$ cat config.mk
export PLATFORM = sky130hd
export DESIGN_NAME = frame_update_ctrl_flat
export DESIGN_NICKNAME = d
export VERILOG_FILES = /design/src/rtl/frame_update_ctrl_pkg.sv /design/src/rtl/frame_update_ctrl_if.sv /design/src/rtl/frame_update_ctrl_frame_edge_det.sv /design/src/rtl/frame_update_ctrl.sv /design/src/flat_wrapper.sv
export SDC_FILE = /design/constraint.sdc
export NUM_CORES = 1
export LEC_CHECK = 0
export CAP_MARGIN = 20
export CORE_UTILIZATION = 40
export DETAILED_ROUTE_END_ITERATION = 8
export HOLD_SLACK_MARGIN = 0.15
export PLACE_DENSITY = 0.67
export SYNTH_ARGS = -nofsm -noshare
export SYNTH_HDL_FRONTEND = slang
export SYNTH_SLANG_ARGS = --single-unit
$ cat constraint.sdc
create_clock -name pixel_clk -period 2.95 [get_ports pixel_clk]
set_input_delay 0.295 -clock pixel_clk [delete_from_list [all_inputs] [get_ports pixel_clk]]
set_output_delay 0.295 -clock pixel_clk [all_outputs]
set_load 0.05 [all_outputs]
$ cat src/rtl/frame_update_ctrl_pkg.sv
// frame_update_ctrl_pkg
// Shared types and defaults for the frame update controller:
//   fsm_state_e  - controller sequencing states
//   regime_e     - display regime selected by the centre button
//   DEF_*        - default timing parameters
//   next_regime  - cyclic regime advance 0 -> 1 -> 2 -> 0
package frame_update_ctrl_pkg;

  localparam int unsigned DEF_H_ACTIVE    = 800;
  localparam int unsigned DEF_V_ACTIVE    = 600;
  localparam int unsigned DEF_TIMEOUT_CYC = 4096;

  typedef enum logic [2:0] {
    ST_IDLE,
    ST_SAMPLE,
    ST_REQ,
    ST_WAIT,
    ST_COMMIT
  } fsm_state_e;

  typedef enum logic [1:0] {
    REGIME_0 = 2'd0,
    REGIME_1 = 2'd1,
    REGIME_2 = 2'd2
  } regime_e;

  function automatic regime_e next_regime(input regime_e r);
    case (r)
      REGIME_0: return REGIME_1;
      REGIME_1: return REGIME_2;
      default:  return REGIME_0;
    endcase
  endfunction

endpackage

$ cat src/rtl/frame_update_ctrl_if.sv
// frame_update_ctrl_if
// Handshake and committed-state bundle between the frame update controller
// and the scene logic.
//   upd_start            controller -> scene : begin frame update (pulse)
//   upd_done             scene -> controller : frame update finished (pulse)
//   clr_err              scene -> controller : clear sticky errors (pulse)
//   accel_*_end_of_frame controller -> scene : committed accelerometer values
//   regime_status        controller -> scene : committed display regime
//   frame_cnt            controller -> scene : committed frame count
//   timeout_err/overrun_err controller -> scene : sticky error flags
// Modports: master = controller side, slave = scene logic side.
interface frame_update_ctrl_if;
  import frame_update_ctrl_pkg::*;

  logic        upd_start;
  logic        upd_done;
  logic        clr_err;
  logic [7:0]  accel_x_end_of_frame;
  logic [7:0]  accel_y_end_of_frame;
  regime_e     regime_status;
  logic [15:0] frame_cnt;
  logic        timeout_err;
  logic        overrun_err;

  modport master (
    output upd_start,
    output accel_x_end_of_frame,
    output accel_y_end_of_frame,
    output regime_status,
    output frame_cnt,
    output timeout_err,
    output overrun_err,
    input  upd_done,
    input  clr_err
  );

  modport slave (
    input  upd_start,
    input  accel_x_end_of_frame,
    input  accel_y_end_of_frame,
    input  regime_status,
    input  frame_cnt,
    input  timeout_err,
    input  overrun_err,
    output upd_done,
    output clr_err
  );

endinterface

$ cat src/rtl/frame_update_ctrl_frame_edge_det.sv
// frame_edge_det
// Produces a registered one-cycle frame_end pulse when the display scan
// reaches the first pixel after the active area (v == V_ACTIVE, h == 0).
// Ports:
//   pixel_clk, rst_n  clock and asynchronous active-low reset
//   h_coord, v_coord  current scan coordinates
//   frame_end         registered pulse, one cycle after the coordinate match
module frame_edge_det #(
  parameter int unsigned H_ACTIVE = 800,
  parameter int unsigned V_ACTIVE = 600
) (
  input  logic        pixel_clk,
  input  logic        rst_n,
  input  logic [10:0] h_coord,
  input  logic [9:0]  v_coord,
  output logic        frame_end
);

  // Active area must fit in the coordinate buses.
  if (H_ACTIVE > 2047 || V_ACTIVE > 1023) begin : g_bad_params
    $error("frame_edge_det: active area exceeds coordinate width");
  end

  logic frame_end_d;
  logic frame_end_q;

  always_comb begin
    frame_end_d = (v_coord == 10'(V_ACTIVE)) && (h_coord == '0);
  end

  always_ff @(posedge pixel_clk or negedge rst_n) begin
    if (!rst_n) begin
      frame_end_q <= 1'b0;
    end else begin
      frame_end_q <= frame_end_d;
    end
  end

  assign frame_end = frame_end_q;

endmodule

$ cat src/rtl/frame_update_ctrl.sv
// frame_update_ctrl
// Per-frame update sequencer: at each frame end it samples the accelerometer,
// requests a scene update, waits (bounded) for completion, then commits the
// sampled values, pending regime and frame count in one step.
// Ports:
//   pixel_clk, rst_n            clock and asynchronous active-low reset
//   h_coord, v_coord            display scan coordinates
//   accel_data_x/accel_data_y   live accelerometer samples
//   button_c_d                  debounced centre-button pulse (regime advance)
//   bus (master)                upd_start/upd_done handshake, clr_err,
//                               committed outputs and sticky error flags
module frame_update_ctrl
  import frame_update_ctrl_pkg::*;
#(
  parameter int unsigned H_ACTIVE    = DEF_H_ACTIVE,
  parameter int unsigned V_ACTIVE    = DEF_V_ACTIVE,
  parameter int unsigned TIMEOUT_CYC = DEF_TIMEOUT_CYC
) (
  input  logic                 pixel_clk,
  input  logic                 rst_n,
  input  logic [10:0]          h_coord,
  input  logic [9:0]           v_coord,
  input  logic [7:0]           accel_data_x,
  input  logic [7:0]           accel_data_y,
  input  logic                 button_c_d,
  frame_update_ctrl_if.master  bus
);

  localparam int unsigned TW = $clog2(TIMEOUT_CYC) + 1;

  logic frame_end;

  frame_edge_det #(
    .H_ACTIVE (H_ACTIVE),
    .V_ACTIVE (V_ACTIVE)
  ) u_frame_edge_det (
    .pixel_clk (pixel_clk),
    .rst_n     (rst_n),
    .h_coord   (h_coord),
    .v_coord   (v_coord),
    .frame_end (frame_end)
  );

  fsm_state_e  state_q,       state_d;
  logic [7:0]  shadow_x_q,    shadow_x_d;
  logic [7:0]  shadow_y_q,    shadow_y_d;
  logic [TW-1:0] tmo_cnt_q,   tmo_cnt_d;
  logic        upd_start_q,   upd_start_d;
  logic [7:0]  accel_x_q,     accel_x_d;
  logic [7:0]  accel_y_q,     accel_y_d;
  regime_e     regime_q,      regime_d;
  regime_e     pending_q,     pending_d;
  logic [15:0] frame_cnt_q,   frame_cnt_d;
  logic        timeout_err_q, timeout_err_d;
  logic        overrun_err_q, overrun_err_d;

  logic expire;
  logic accept;
  logic timeout_set;
  logic overrun_set;

  always_comb begin
    state_d       = state_q;
    shadow_x_d    = shadow_x_q;
    shadow_y_d    = shadow_y_q;
    tmo_cnt_d     = tmo_cnt_q;
    upd_start_d   = 1'b0;
    accel_x_d     = accel_x_q;
    accel_y_d     = accel_y_q;
    regime_d      = regime_q;
    pending_d     = pending_q;
    frame_cnt_d   = frame_cnt_q;
    timeout_set   = 1'b0;

    expire      = (state_q == ST_WAIT) && (tmo_cnt_q == TW'(TIMEOUT_CYC - 1));
    accept      = (state_q == ST_WAIT) && (bus.upd_done || expire);
    overrun_set = frame_end && (state_q != ST_IDLE);

    case (state_q)
      ST_IDLE: begin
        if (frame_end) state_d = ST_SAMPLE;
      end
      ST_SAMPLE: begin
        shadow_x_d  = accel_data_x;
        shadow_y_d  = accel_data_y;
        // upd_start is registered, so it is raised on entry to REQ.
        upd_start_d = 1'b1;
        state_d     = ST_REQ;
      end
      ST_REQ: begin
        tmo_cnt_d = '0;
        state_d   = ST_WAIT;
      end
      ST_WAIT: begin
        tmo_cnt_d = tmo_cnt_q + 1'b1;
        if (accept) begin
          // Committed registers load on the edge entering COMMIT so they are
          // visible the cycle after upd_done is accepted.
          accel_x_d   = shadow_x_q;
          accel_y_d   = shadow_y_q;
          regime_d    = pending_q;
          frame_cnt_d = frame_cnt_q + 16'd1;
          timeout_set = !bus.upd_done;
          state_d     = ST_COMMIT;
        end
      end
      ST_COMMIT: begin
        state_d = ST_IDLE;
      end
      default: begin
        state_d = ST_IDLE;
      end
    endcase

    if (button_c_d) pending_d = next_regime(pending_q);

    // Set has priority over clear.
    timeout_err_d = timeout_set ? 1'b1 : (bus.clr_err ? 1'b0 : timeout_err_q);
    overrun_err_d = overrun_set ? 1'b1 : (bus.clr_err ? 1'b0 : overrun_err_q);
  end

  always_ff @(posedge pixel_clk or negedge rst_n) begin
    if (!rst_n) begin
      state_q       <= ST_IDLE;
      shadow_x_q    <= '0;
      shadow_y_q    <= '0;
      tmo_cnt_q     <= '0;
      upd_start_q   <= 1'b0;
      accel_x_q     <= '0;
      accel_y_q     <= '0;
      regime_q      <= REGIME_0;
      pending_q     <= REGIME_0;
      frame_cnt_q   <= '0;
      timeout_err_q <= 1'b0;
      overrun_err_q <= 1'b0;
    end else begin
      state_q       <= state_d;
      shadow_x_q    <= shadow_x_d;
      shadow_y_q    <= shadow_y_d;
      tmo_cnt_q     <= tmo_cnt_d;
      upd_start_q   <= upd_start_d;
      accel_x_q     <= accel_x_d;
      accel_y_q     <= accel_y_d;
      regime_q      <= regime_d;
      pending_q     <= pending_d;
      frame_cnt_q   <= frame_cnt_d;
      timeout_err_q <= timeout_err_d;
      overrun_err_q <= overrun_err_d;
    end
  end

  assign bus.upd_start            = upd_start_q;
  assign bus.accel_x_end_of_frame = accel_x_q;
  assign bus.accel_y_end_of_frame = accel_y_q;
  assign bus.regime_status        = regime_q;
  assign bus.frame_cnt            = frame_cnt_q;
  assign bus.timeout_err          = timeout_err_q;
  assign bus.overrun_err          = overrun_err_q;

endmodule

$ cat src/flat_wrapper.sv
// flat-port wrapper written by rule: the top's interface ports become plain ports
module frame_update_ctrl_flat import frame_update_ctrl_pkg::*;
#(
  parameter int unsigned H_ACTIVE    = DEF_H_ACTIVE,
  parameter int unsigned V_ACTIVE    = DEF_V_ACTIVE,
  parameter int unsigned TIMEOUT_CYC = DEF_TIMEOUT_CYC
)
  (pixel_clk, rst_n, h_coord, v_coord, accel_data_x, accel_data_y, button_c_d, bus_upd_start, bus_accel_x_end_of_frame, bus_accel_y_end_of_frame, bus_regime_status, bus_frame_cnt, bus_timeout_err, bus_overrun_err, bus_upd_done, bus_clr_err);
  frame_update_ctrl_if bus_i ();
  input  logic pixel_clk;
  input  logic rst_n;
  input  logic [10:0] h_coord;
  input  logic [9:0] v_coord;
  input  logic [7:0] accel_data_x;
  input  logic [7:0] accel_data_y;
  input  logic button_c_d;
  output wire logic [$bits(bus_i.upd_start)-1:0] bus_upd_start;
  output wire logic [$bits(bus_i.accel_x_end_of_frame)-1:0] bus_accel_x_end_of_frame;
  output wire logic [$bits(bus_i.accel_y_end_of_frame)-1:0] bus_accel_y_end_of_frame;
  output wire logic [$bits(bus_i.regime_status)-1:0] bus_regime_status;
  output wire logic [$bits(bus_i.frame_cnt)-1:0] bus_frame_cnt;
  output wire logic [$bits(bus_i.timeout_err)-1:0] bus_timeout_err;
  output wire logic [$bits(bus_i.overrun_err)-1:0] bus_overrun_err;
  input wire logic [$bits(bus_i.upd_done)-1:0] bus_upd_done;
  input wire logic [$bits(bus_i.clr_err)-1:0] bus_clr_err;
  assign bus_upd_start = bus_i.upd_start;
  assign bus_accel_x_end_of_frame = bus_i.accel_x_end_of_frame;
  assign bus_accel_y_end_of_frame = bus_i.accel_y_end_of_frame;
  assign bus_regime_status = bus_i.regime_status;
  assign bus_frame_cnt = bus_i.frame_cnt;
  assign bus_timeout_err = bus_i.timeout_err;
  assign bus_overrun_err = bus_i.overrun_err;
  assign bus_i.upd_done = bus_upd_done;
  assign bus_i.clr_err = bus_clr_err;
  frame_update_ctrl #(.H_ACTIVE(H_ACTIVE), .V_ACTIVE(V_ACTIVE), .TIMEOUT_CYC(TIMEOUT_CYC)) u_core (.pixel_clk(pixel_clk), .rst_n(rst_n), .h_coord(h_coord), .v_coord(v_coord), .accel_data_x(accel_data_x), .accel_data_y(accel_data_y), .button_c_d(button_c_d), .bus(bus_i));
endmodule
==> results.toml, run 1 <==
[setup_path]
critPathArrivalTime_ns = 2.52
cp_cell_sequence = "ha_1, nand3_1, o41ai_4, nand2_2, mux2_4"
reg2reg_depth = 5
cp_slowest_stage_delay_ns = 0.47
rr_endpoint = "u_core.bus.accel_x_end_of_frame[1]"
end_kind = "flop"
cp-start-kind = "flop"
crit_slowest_cell = "nand2_2"
regToRegSetupSlack_ns = 0.66
r2r-start = "u_core.tmo_cnt_q[0]"
worstPathRequired_ns = 3.18
critPathKind = "flop to flop"
cp_max_fo = 21

[power_and_ir_drop]
powerDensity_nw_per_um2 = 941
ir_worst_vdd_mv = 0.487
leakage_nw = 1.85

[clock_tree]
clock_latency_ns = 0.35
cts_root_buf = "clkbuf_8"
cts_tree = "yes"
clk_pin_slew_worst_paths_ns = 0.07
cts_buffers = 9
clock_path_buffers = 2
htree_levels = 3
clock-sinks = 72

[logic_synthesis]
synth_area_leaders = "dfrtp_1, mux2_4, mux2_2, xnor2_1, nand4_1"
netlist-cell-type-count = 40
synth.avg_cell_area_um2 = 12.4
async_flop_share = 1.00
yosysTopAreaCell = "dfrtp_1"
synth_nets = 305
syn-cell-area_um2 = 3240
ys_warn_count = 0
synth-edff-count = 0
synth.most_common_cell = "dfrtp_1"
synthFlopType = "dfrtp_1"
synth_common_cells = "dfrtp_1, mux2_2, mux2_4, nand2_1, xnor2_1"
synth_top_area_frac = 0.556
synth-seq-cells = 72
seq_area_frac_synth = 0.556
synthCells = 261

[sta]
hold_slack_ns = 0.447
timing.fmax_mhz = 437
finalSetupTns_ns = 0
min_period_ns = 2.29
finalHoldViolations = 0
period_share = 0.777
finalSetupViolations = 0
worst_pin_slew_ns = 0.715
clock_skew_ns = 0.00674
slew_headroom = 0.522
slew_viol_final = 0
rsz0062_at_grt = "false"

[outcome]
status = "completed"

[global_route]
grt_overflow_total = 0
grt_use_total = 0.171
grt_max_degree = 29
grt_antenna_before_repair = 0
grt_pass1_vias = 2327
grt_pass1_wl_um = 11200

[routing]
drc = 0
viasPerCell = 5.14
highest_layer = "met4"
vias = 2328
finalWirelength_um = 6570
dr_wl_met3_um = 278
drtPass1Iterations = 4
route.detailed.wl_per_inst_um = 14.5
wl_met1_um = 2840
antenna_left = 0
drt_iter0_markers = 92
wl_met2_um = 3380

[finish]
register_area_um2 = 1800
area_delta_synth_final_pct = 32.5
design_area_um2 = 4300
nFillCells = 710
num-nets-final = 391
drive_gt1_frac = 0.171
insertedDiodeCount = 0
multi_input_area_um2 = 1350

[floorplanning]
start_util = 0.417
die_h_um = 92.0
core_um2 = 7770
die_w_um = 92.0
rows = 32
io_pins = 79
dieArea_um2 = 8470

[run]
maxCapViolCount = 0

[worst_hold_path]
hold_path.class = "primary input to async pin"

[place]
gp_congestion = 0.747
port_buffers = 78
place_area_um2 = 4130
dp_hpwl_um = 4620
-- sequential cells by signal, summed over array words and instances (netlist names), 2 cells and up --
signal / flops
u_core.state_q: 3
u_core.tmo_cnt_q: 13
u_core.bus.regime_status: 2
u_core.pending_q: 2
u_core.shadow_x_q: 8
u_core.shadow_y_q: 8
u_core.bus.frame_cnt: 16
u_core.bus.accel_x_end_of_frame: 8
u_core.bus.accel_y_end_of_frame: 8
-- power by group --
| group | switching, W | internal (W) |
|---|---|---|
| clock | 0.000355 | 0.000296 |
| sequential | 0.000244 | 0.00131 |
| combinational | 0.00102 | 0.000811 |
-- layout by cell type (no fill, tap or decap), drive strengths merged --
cell type,count
or3,2
dlygate4sd3,1
nor2,9
o21ai,13
o31ai,2
o221ai,1
o31a,1
and3,6
clkbuf,11
nand4,14
ha,2
a21oi,4
a22o,2
clkdlybuf4s50,77
inv,7
o211ai,1
o21bai,1
clkinvlp,1
clkinv,4
buf,7
nor4,3
o32ai,1
o41ai,1
xnor2,15
a21o,1
and4,4
nand3,11
nand2b,3
a31oi,1
nor3,9
or4,2
nand2,18
mux2,36
dfrtp,72
nor4bb,2
and2,2
mux2i,4
-- worst max-delay path: cells and delay by family, from the launching register on --
family                     cells  cell delay, ns
AOI/OAI and AO/OA              1            0.39
adders and majority gates      1            0.23
DFF                            1            0.38
muxes                          1            0.46
and+or+nand+nor                2            0.70
-- final cells by class --
class,count,area share
clock inverters,4,0.00524
well taps,102,0.0297
flip-flops and latches,72,0.419
clock buffers,11,0.0306
multi-input cells,171,0.315
repair buffers,85,0.193
inverters,8,0.00699
-- metrics by stage --
step	utilization	setup WS [ns]	std cells	total power (W)
after floorplan	-	1.01	261	0.00284
after global placement	0.532	0.732	437	0.00338
after detailed placement	0.532	0.645	437	0.00343
after CTS	0.553	0.619	453	0.00408
after global routing	0.553	0.504	453	0.00426
final	0.553	0.659	453	0.00404
-- per-layer routing --
metal | track usage | vias to the layer above
li1 | - | 1109
met1 | 0.206 | 1169
met2 | 0.288 | 41
met3 | 0.0531 | 9
met4 | 0.0599 | 0
met5 | 0 | -
-- timing repair --
action                                 CTS  global route
resized for setup                        0             0
endpoints found under the hold margin   20             0
hold buffers                             1             0
buffers inserted                         0             0
-- logic make-up (layout without fill, tap and decap cells) --
| group | count (synthesis) | after routing | share of synthesized area |
|---|---|---|---|
| flip-flops | 72 | 72 | 0.556 |
| multiplexers | 40 | 40 | 0.158 |
| AND/OR/NAND/NOR | 85 | 85 | 0.149 |
| buffers and inverters | 18 | 108 | 0.0270 |
| adder cells (fa/ha/maj) | 2 | 2 | 0.00772 |
| XOR/XNOR | 15 | 15 | 0.0405 |
| AO/OA/AOI/OAI | 29 | 29 | 0.0618 |
-- worst max path at each step --
stage                        start                            endpoint  slack (ns)  depth (start not counted)
6_report       u_core.tmo_cnt_q[0]  u_core.bus.accel_x_end_of_frame[1]        0.66                          5
5_1_grt        u_core.tmo_cnt_q[0]  u_core.bus.accel_x_end_of_frame[1]        0.50                          5
4_1_cts        u_core.tmo_cnt_q[0]  u_core.bus.accel_x_end_of_frame[1]        0.62                          5
3_5_place_dp   u_core.tmo_cnt_q[0]  u_core.bus.accel_x_end_of_frame[1]        0.64                          5
3_3_place_gp   u_core.tmo_cnt_q[0]  u_core.bus.accel_x_end_of_frame[1]        0.73                          5
2_1_floorplan  u_core.tmo_cnt_q[0]  u_core.bus.accel_x_end_of_frame[0]        1.01                          6
No activity file was read; power rests on OpenSTA's default activity.
==> run 2, diff against run 1 <==
--- a/config.mk
+++ b/config.mk
@@ -9,7 +9,7 @@
 export CORE_UTILIZATION = 40
 export DETAILED_ROUTE_END_ITERATION = 8
 export HOLD_SLACK_MARGIN = 0.15
-export PLACE_DENSITY = 0.67
+export PLACE_DENSITY = 0.69
 export SYNTH_ARGS = -nofsm -noshare
 export SYNTH_HDL_FRONTEND = slang
 export SYNTH_SLANG_ARGS = --single-unit
==> constraint.sdc (replaced) <==
create_clock -name pixel_clk -period 2 [get_ports pixel_clk]
set_input_delay 0.2 -clock pixel_clk [delete_from_list [all_inputs] [get_ports pixel_clk]]
set_output_delay 0.2 -clock pixel_clk [all_outputs]
set_load 0.05 [all_outputs]
==> run 2 against run 1 <==
- non-clock buffer count increased by 6
- first-iteration DRC count decreased by 13%
- total power increased by 54%
- sequential power increased by 46%
- wire length increased by 1.9%
- die area unchanged
- largest power group unchanged
==> results.toml, run 2 (synthesized netlist as in run 1, its figures left out) <==
[power_and_ir_drop]
ir_worst_vdd_mv = 0.799
powerDensity_nw_per_um2 = 1410
leakage_nw = 1.91

[finish]
largest_reg_flops = 16
insertedDiodeCount = 0
final_cell_mix = "clkdlybuf4s50_1, dfrtp_1, mux2_2, mux2_4, nand2_1"
mostFrequentLayoutCell = "clkdlybuf4s50_1"
drive_gt1_frac = 0.193
area_delta_synth_final_pct = 36.4
register_area_um2 = 1800
design_area_um2 = 4420
multi_input_area_um2 = 1350
nFillCells = 681
num-nets-final = 397

[clock_tree]
cts_buffers = 9
clk_pin_slew_worst_paths_ns = 0.08
cts_setup_buffers = 0
clock_path_buffers = 2
cts_root_buf = "clkbuf_8"
clock_latency_ns = 0.35
clock-sinks = 72
cts_tree = "yes"
htree_levels = 3

[floorplanning]
dieArea_um2 = 8470
start_util = 0.417
io_pins = 79
die_w_um = 92.0
die_h_um = 92.0
core_um2 = 7770
rows = 32

[sta]
period_share = 0.931
slew_viol_final = 0
min_period_ns = 1.86
finalSetupTns_ns = 0
worst_pin_slew_ns = 0.522
finalHoldViolations = 0
finalSetupViolations = 0
slew_headroom = 0.651
timing.fmax_mhz = 537
rsz0062_at_grt = "false"
clock_skew_ns = 0.00834

[setup_path]
critical_path_buf_inv_count = 1
cp_slowest_stage_delay_ns = 0.85
critPathArrivalTime_ns = 1.66
critPathKind = "flop to primary output"
cp_top_family = "buffers and inverters"
cp_max_fo = 7
cp-start-kind = "flop"
worstPathRequired_ns = 1.80
end_kind = "primary output"
cp_cell_sequence = "clkdlybuf4s50_1"
crit_slowest_cell = "clkdlybuf4s50_1"

[run]
maxCapViolCount = 0

[routing]
finalWirelength_um = 6700
route.detailed.wl_per_inst_um = 14.6
drt_iter0_markers = 80
drc = 0
drtPass1Iterations = 4
viasPerCell = 5.07
vias = 2334
antenna_left = 0

[global_route]
grt_pass1_vias = 2321
grt_use_total = 0.169
grt_max_degree = 73
grt_antenna_before_repair = 0
grt_pass1_wl_um = 11200
grt_overflow_total = 0

[place]
place_area_um2 = 4210
gp_congestion = 0.737
dp_hpwl_um = 4590
port_buffers = 78

[outcome]
status = "completed"

[worst_hold_path]
hold_path.class = "primary input to async pin"
run 2: path summary, 6_finish.rpt:
check	start	endpoint	slack, ns	cells past startpoint
min reg2reg	u_core.bus.frame_cnt[15]	u_core.bus.frame_cnt[15]	0.49	1
max	u_core.bus.frame_cnt[7]	bus_frame_cnt[7]	0.14	1
max in group asynchronous	rst_n	u_core.tmo_cnt_q[12]	1.28	3
min	rst_n	u_core.shadow_x_q[6]	0.39	3
min in group pixel_clk	bus_clr_err	u_core.bus.overrun_err	0.45	2
max reg2reg	u_core.tmo_cnt_q[0]	u_core.bus.accel_x_end_of_frame[4]	0.17	6
run 2: metrics by stage:
| step | total power, W | setup slack [ns] | utilization | hold WS (ns) | instances |
|---|---|---|---|---|---|
| after detailed placement | 0.00516 | 0.162 | 0.543 | 0.256 | 443 |
| after global placement | 0.00508 | 0.241 | 0.543 | 0.257 | 443 |
| final | 0.00624 | 0.138 | 0.569 | 0.387 | 460 |
| after floorplan | 0.00419 | 0.0635 | - | -0.0956 | 261 |
| after CTS | 0.00632 | 0.125 | 0.569 | 0.407 | 460 |
| after global routing | 0.00658 | 0.0654 | 0.569 | 0.421 | 460 |
run 2: cell type report:
type	instances	area share
clock buffer	9	0.0280
inverter	8	0.00679
timing repair buffer	91	0.207
clock inverter	7	0.0164
multi-input combinational	171	0.306
sequential	72	0.408
tap	102	0.0289
run 2: where the power goes:
| group | leakage [nW] | switching, W | internal, W | total [W] |
|---|---|---|---|---|
| Sequential | 0.917 | 0.000339 | 0.00194 | 0.00228 |
| Clock | 0.0952 | 0.000554 | 0.000575 | 0.00113 |
| Combinational | 0.898 | 0.00155 | 0.00129 | 0.00284 |
| Total | 1.91 | 0.00245 | 0.00380 | 0.00624 |
run 2: per-layer routing:
layer | share of wire | vias up | GRT usage | wire length, µm
met5 | 0 | - | 0 | 0
met2 | 0.52 | 39 | 0.290 | 3460
met3 | 0.033 | 11 | 0.0473 | 221
met1 | 0.43 | 1150 | 0.204 | 2900
met4 | 0.017 | 0 | 0.0547 | 116
li1 | - | 1134 | - | -
run 2: what timing repair did:
action	in CTS	in global routing
endpoints found under the hold margin	72	0
hold buffers	1	0
resized for setup	0	0
